File: src/rtl/periph_bus_arbiter.sv
// Two-master round-robin arbiter for the peripheral register bus, with registered read return.
// Define PERIPH_ARB_LOCK_LIMIT_EN to bound a locked owner to MAX_LOCK transfers while the other master waits.
module periph_bus_arbiter #(
    parameter int unsigned ADDR_W   = 5,
    parameter int unsigned DATA_W   = 32,
    parameter int unsigned MAX_LOCK = 16
) (
    input  logic              clk,
    input  logic              rst_n,
    input  logic              m0_req,
    input  logic              m0_lock,
    input  logic [ADDR_W-1:0] m0_A,
    input  logic [DATA_W-1:0] m0_WD,
    input  logic              m0_WE,
    output logic              m0_gnt,
    output logic              m0_rvalid,
    output logic [DATA_W-1:0] m0_RD,
    input  logic              m1_req,
    input  logic              m1_lock,
    input  logic [ADDR_W-1:0] m1_A,
    input  logic [DATA_W-1:0] m1_WD,
    input  logic              m1_WE,
    output logic              m1_gnt,
    output logic              m1_rvalid,
    output logic [DATA_W-1:0] m1_RD,
    output logic [ADDR_W-1:0] p_A,
    output logic [DATA_W-1:0] p_WD,
    output logic              p_WE,
    input  logic [DATA_W-1:0] p_RD
);

    typedef enum logic [1:0] {
        IDLE = 2'd0,
        OWN0 = 2'd1,
        OWN1 = 2'd2
    } state_t;

    state_t state, state_nxt;
    logic   last, last_nxt;
    logic   xfer0, xfer1;
    logic   hold;
    logic   lock_exh;

    if (MAX_LOCK == 0) begin : g_bad_max_lock
        $error("MAX_LOCK must be at least 1");
    end

    assign m0_gnt = (state == OWN0);
    assign m1_gnt = (state == OWN1);

    always_comb begin
        xfer0    = (state == OWN0) && m0_req;
        xfer1    = (state == OWN1) && m1_req;
        last_nxt = last;
        if (xfer0) begin
            last_nxt = 1'b0;
        end else if (xfer1) begin
            last_nxt = 1'b1;
        end
    end

    always_comb begin
        p_A  = '0;
        p_WD = '0;
        p_WE = 1'b0;
        if (xfer0) begin
            p_A  = m0_A;
            p_WD = m0_WD;
            p_WE = m0_WE;
        end else if (xfer1) begin
            p_A  = m1_A;
            p_WD = m1_WD;
            p_WE = m1_WE;
        end
    end

    // Round-robin uses the owner of this cycle's transfer, so a completing master yields on a tie.
    always_comb begin
        hold      = ((xfer0 && m0_lock) || (xfer1 && m1_lock)) && !lock_exh;
        state_nxt = IDLE;
        if (hold) begin
            state_nxt = state;
        end else if (m0_req && m1_req) begin
            state_nxt = last_nxt ? OWN0 : OWN1;
        end else if (m0_req) begin
            state_nxt = OWN0;
        end else if (m1_req) begin
            state_nxt = OWN1;
        end
    end

`ifdef PERIPH_ARB_LOCK_LIMIT_EN
    localparam int unsigned CNT_W = $clog2(MAX_LOCK + 1);

    logic [CNT_W-1:0] lock_cnt, lock_cnt_inc, lock_cnt_nxt;
    logic             locked_xfer;

    // Exhaustion is judged on the count including this transfer, giving exactly MAX_LOCK locked transfers.
    always_comb begin
        locked_xfer  = (xfer0 && m0_lock && m1_req) || (xfer1 && m1_lock && m0_req);
        lock_cnt_inc = locked_xfer ? (lock_cnt + 1'b1) : '0;
        lock_exh     = locked_xfer && (lock_cnt_inc == CNT_W'(MAX_LOCK));
    end

    always_comb begin
        lock_cnt_nxt = (state_nxt == state) ? lock_cnt_inc : '0;
    end

    always_ff @(posedge clk or negedge rst_n) begin
        if (!rst_n) begin
            lock_cnt <= '0;
        end else begin
            lock_cnt <= lock_cnt_nxt;
        end
    end
`else
    assign lock_exh = 1'b0;
`endif

    always_ff @(posedge clk or negedge rst_n) begin
        if (!rst_n) begin
            state     <= IDLE;
            last      <= 1'b1;
            m0_rvalid <= 1'b0;
            m1_rvalid <= 1'b0;
            m0_RD     <= '0;
            m1_RD     <= '0;
        end else begin
            state     <= state_nxt;
            last      <= last_nxt;
            m0_rvalid <= xfer0;
            m1_rvalid <= xfer1;
            if (xfer0) begin
                m0_RD <= p_RD;
            end
            if (xfer1) begin
                m1_RD <= p_RD;
            end
        end
    end

endmodule
File: config.mk
export PLATFORM = sky130hd
export DESIGN_NAME = periph_bus_arbiter
export DESIGN_NICKNAME = d
export VERILOG_FILES = /design/src/rtl/periph_bus_arbiter.sv
export SDC_FILE = /design/constraint.sdc
export NUM_CORES = 1
export LEC_CHECK = 0
export ABC_AREA = 1
export BUFFER_PORTS_ARGS = -buffer_cell sky130_fd_sc_hd__clkbuf_2
export CAP_MARGIN = 10
export CORE_UTILIZATION = 42
export CTS_BUF_LIST = sky130_fd_sc_hd__clkbuf_4 sky130_fd_sc_hd__clkbuf_8 sky130_fd_sc_hd__clkbuf_16
export CTS_CLUSTER_DIAMETER = 40
export CTS_CLUSTER_SIZE = 28
export DETAILED_ROUTE_END_ITERATION = 8
export GPL_TIMING_DRIVEN = 0
export PLACE_DENSITY = 0.93
export SKIP_LAST_GASP = 1
export SYNTH_ARGS = -nofsm -noshare
export SYNTH_HDL_FRONTEND = slang
export SYNTH_SLANG_ARGS = --single-unit
File: constraint.sdc
create_clock -name clk -period 1.45 [get_ports clk]
set_input_delay 0.145 -clock clk [delete_from_list [all_inputs] [get_ports clk]]
set_output_delay 0.145 -clock clk [all_outputs]
set_load 0.03 [all_outputs]
Word level (Yosys, flattened, before mapping):

Cells that the tools add are included.

* bits in registers: 69
* input bits: 114

* equality and inequality tests: 2
* multiplexer cells: 12
* reductions and logical operators: 6

Operators with widths (count)
* two-way mux 32 bit: 2
* two-way mux 5 bit: 2
* two-way mux 2 bit: 4
* logical AND 1 bit: 5
* two-way mux 1 bit: 4
* equality test 2 x 1 -> 1 bit (second input constant): 1
* equality test 2 bit (second input constant): 1
* logical OR 1 bit: 1

Longest topological paths before layout:

* word-level depth: 6
* gate-level depth with buffers: 8
* depth with buffers taken out: 7

Least setup slack after synthesis:

OpenSTA, ideal clock, no wires.

* path type: register to output
* from: register state[1]
* to: output p_WD[10]
* arrival: 1.337 ns
* required time: 1.305 ns
* path slack: -0.032 ns
* stages on the path, launching flop included: 8
* buffers on the path: 2
* cell sequence: dfrtp_1 -> nor2_4 -> nand2_2 -> inv_2 -> buf_6 -> buf_6 -> nand2_1 -> nand2_1

RTL lines
* from (decl): RTL line 38 `state_t state, state_nxt;`
* from (signal assigned): RTL line 129 `state <= state_nxt;`
* equality test 2 x 1 -> 1 bit
* net m0_gnt: RTL line 15 `output logic m0_gnt,`
* logical AND 1 bit: RTL line 52 `xfer0 = (state == OWN0) && m0_req;`
* two-way mux 32 bit: RTL line 66 `if (xfer0) begin`
* to (decl): RTL line 27 `output logic [DATA_W-1:0] p_WD,`

The timed path passes the listed nets, and every way through them passes these cells.

Worst setup path after layout:

* from: register state[1]
* to: output p_WD[13]

* word-level cells in the longest chain between the ends: 4

Ends and longest elaborated chain
* equality test 2 bit: RTL line 53 `xfer1 = (state == OWN1) && m1_req;`
* logical AND 1 bit: RTL line 53
* two-way mux 32 bit: RTL line 70 `end else if (xfer1) begin`
* two-way mux 32 bit (*): RTL line 66

Every way passes the cells marked *; elsewhere a longest branch is shown, timed or not.

==> metrics.yaml <==
outcome:
  status: "finished, violations left"
  violations: "setup timing"
placed_design:
  dpl_cell_area_mm2: 0.00452
  place_congestion: 0.762
  port_buffers: 219
  post-dp-hpwl_um: 7450
  dp.cells: 708
  dp_slack_ns: -0.0663
routing:
  via_count: 3691
  vias_per_cell: 5.01
  wl_um: 11900
  drt_first_pass_iters: 4
  postRouteAntennaNets: 0
  wl_per_cell_um: 16.2
  drt_iter0_markers: 153
  route.detailed.drc: 0
setup_path:
  r2r-end: "state[0]"
  start_kind: "flip-flop"
  critPathMaxFanout: 6
  cp_data_required_time_ns: 1.31
  cp-end-kind: "output pin"
  rr_worst_depth: 9
  critPathKind: "flip-flop to output pin"
  r2r_start: "state[1]"
  r2r_setup_slack_ns: 0.09
  arrival_ns: 1.66
timing:
  period_needed_ns: 1.81
  finClkSkew_ns: 0.00952
  setup_tns_ns: -9.07
  worst_slew_pin_slew_ns: 0.931
  rsz0062_at_grt: "true"
  setup_viol: 38
  final_max_slew_viol_count: 0
  hold_ws_ns: 0.0365
  clock.fmax_mhz: 554
  hold_viol_final: 0
  fin_crit_sh: 1.25
  max_slew_margin: 0.379
  fin_ws_ns: -0.356
synthesis:
  synth-seq-cells: 69
  synth_area_per_cell_um2: 8.39
  synthCells: 390
  ys_top_cells_by_area: "dfrtp_1, nand2_1, o21ai_2"
  yosysWarnings: 0
  syn-num-nets: 504
  ys_seq_area_frac: 0.528
  synth_top_area_frac: 0.520
  syn_area_mm2: 0.00327
  ys_types: 17
  synth_top_area_cell: "dfrtp_1"
final_layout:
  postLayoutCoreUtil: 0.729
  diodes: 0
  stdcell_count: 736
  final_cell_area_mm2: 0.00540
  drive_gt1_frac: 0.548
  fin_nets: 746
  area_delta_synth_final_pct: 65.0
pwr:
  max-vdd-ir-drop_uv: 1320
  swShare: 0.478
  p_int_mw: 5.65
  leakagePower_nw: 3.18
  power.switching_mw: 5.17
  pwr-share-comb: 0.536
  clkPwrFrac: 0.151
  seq_power_share: 0.313
  power_mw: 10.8
  cellPowerDensity_mw_per_mm2: 2000
clocking:
  clk_path_buf_depth: 2
  cts-buffers-inserted: 9
  cts_num_sinks: 69
  cts_tree: "built"
  clock-root-buffer: "clkbuf_8"
  clk_pin_slew_worst_paths_ns: 0.07
  h-tree-depth: 3
  insertion_delay_ns: 0.34
floorplanning:
  dieArea_mm2: 0.00815
  pin_count: 220
  die_h_um: 90.3
  die_x_um: 90.3
  start_util: 0.442
  core_mm2: 0.00741
  std_cell_rows: 31
job:
  maxCapViolations: 0
global_route:
  grt_overflow: 0
  track_usage: 0.273
  grt_pass1_wl_um: 17500
  grt_antenna_before_repair: 0
  grt_max_degree: 70
  grt_pass1_vias: 3708
min_path:
  hold_path_depth: 3
  worstHoldStart: "p_RD[9]"
  hold_class: "primary input to flip-flop"
  min_to: "m0_RD[9]"
-- logic make-up (layout without fill, tap and decap cells) --
family,count (synthesis),after routing,synth area share
buf+inv,62,309,0.107
compound gates,64,64,0.133
simple gates,195,195,0.231
flops,69,69,0.528
-- placed cells by master (no fill, tap or decap), drive strengths merged, types with 2 or more instances in the layout --
| cell type | netlist | final |
|---|---|---|
| nand2 | 187 | 187 |
| dfrtp | 68 | 68 |
| buf | 20 | 63 |
| nor2 | 4 | 4 |
| clkbuf | 2 | 201 |
| nand3 | 2 | 2 |
| nand4 | 2 | 2 |
| o21ai | 64 | 64 |
| inv | 40 | 41 |
-- registers in the layout, indices dropped and copies added, names as in the netlist --
name and flops:
m0_RD 32, m0_rvalid 1, m1_RD 32, state 2, last 1, m1_rvalid 1
-- power groups by stage --
stage	logic (mW)	clock network, mW	registers, mW
2_1_floorplan	1.77	0	5.14
3_3_place_gp	5.09	0	3.34
3_5_place_dp	5.23	0	3.39
4_1_cts	5.54	1.68	3.37
5_1_grt	6.16	1.75	3.49
6_report	5.80	1.63	3.39
-- worst max-delay path by stage --
stage              from         to  slack (ns)  cells after the start
2_1_floorplan  state[1]     p_A[3]        0.02                      6
3_3_place_gp      rst_n  m0_rvalid       -0.16                      1
3_5_place_dp   state[1]   p_WD[16]       -0.07                      8
4_1_cts        state[1]   p_WD[15]       -0.28                      8
5_1_grt        state[1]   p_WD[13]       -0.39                      8
6_report       state[1]   p_WD[13]       -0.36                      8
-- critical path, stage by stage, from the launching register on --
cell and delay [ns]:
dfrtp_2 0.45, buf_6 0.14, nand3_4 0.08, inv_4 0.06, buf_6 0.14, buf_8 0.13, nand2_1 0.09, nand2_2 0.10
buf_8 0.15
-- timing repair --
action | CTS | global route
hold buffers | 1 | 0
buffers inserted | 6 | 2
cloned | 2 | 1
gates resized for setup | 82 | 106
pin swaps | 6 | 16
hold endpoints to repair | 68 | 0
setup endpoints to repair | 38 | 59
-- per-layer routing --
metal | GRT usage | vias to the layer above | wire length, um
met4 | 0.116 | 0 | 541
met3 | 0.0707 | 50 | 861
met5 | 0 | - | 0
met1 | 0.298 | 1744 | 4290
met2 | 0.498 | 215 | 6220
li1 | - | 1682 | -
-- final cells by class --
type / count / area, um2
Fill cell: 503 / 2010
Sequential cell: 69 / 1730
Timing Repair Buffer: 231 / 1530
Multi-Input combinational cell: 259 / 1410
Buffer: 22 / 246
Inverter: 40 / 155
Clock buffer: 12 / 153
Tap cell: 99 / 124
Clock inverter: 4 / 55.1
-- cell usage after synthesis (all sizes together) --
library cell / n
nand2: 187
dfrtp: 68
o21ai: 64
inv: 40
buf: 20
nor2: 4
clkbuf: 2
nand3: 2
nand4: 2
dfstp: 1
(Power assumes the default switching activity.)
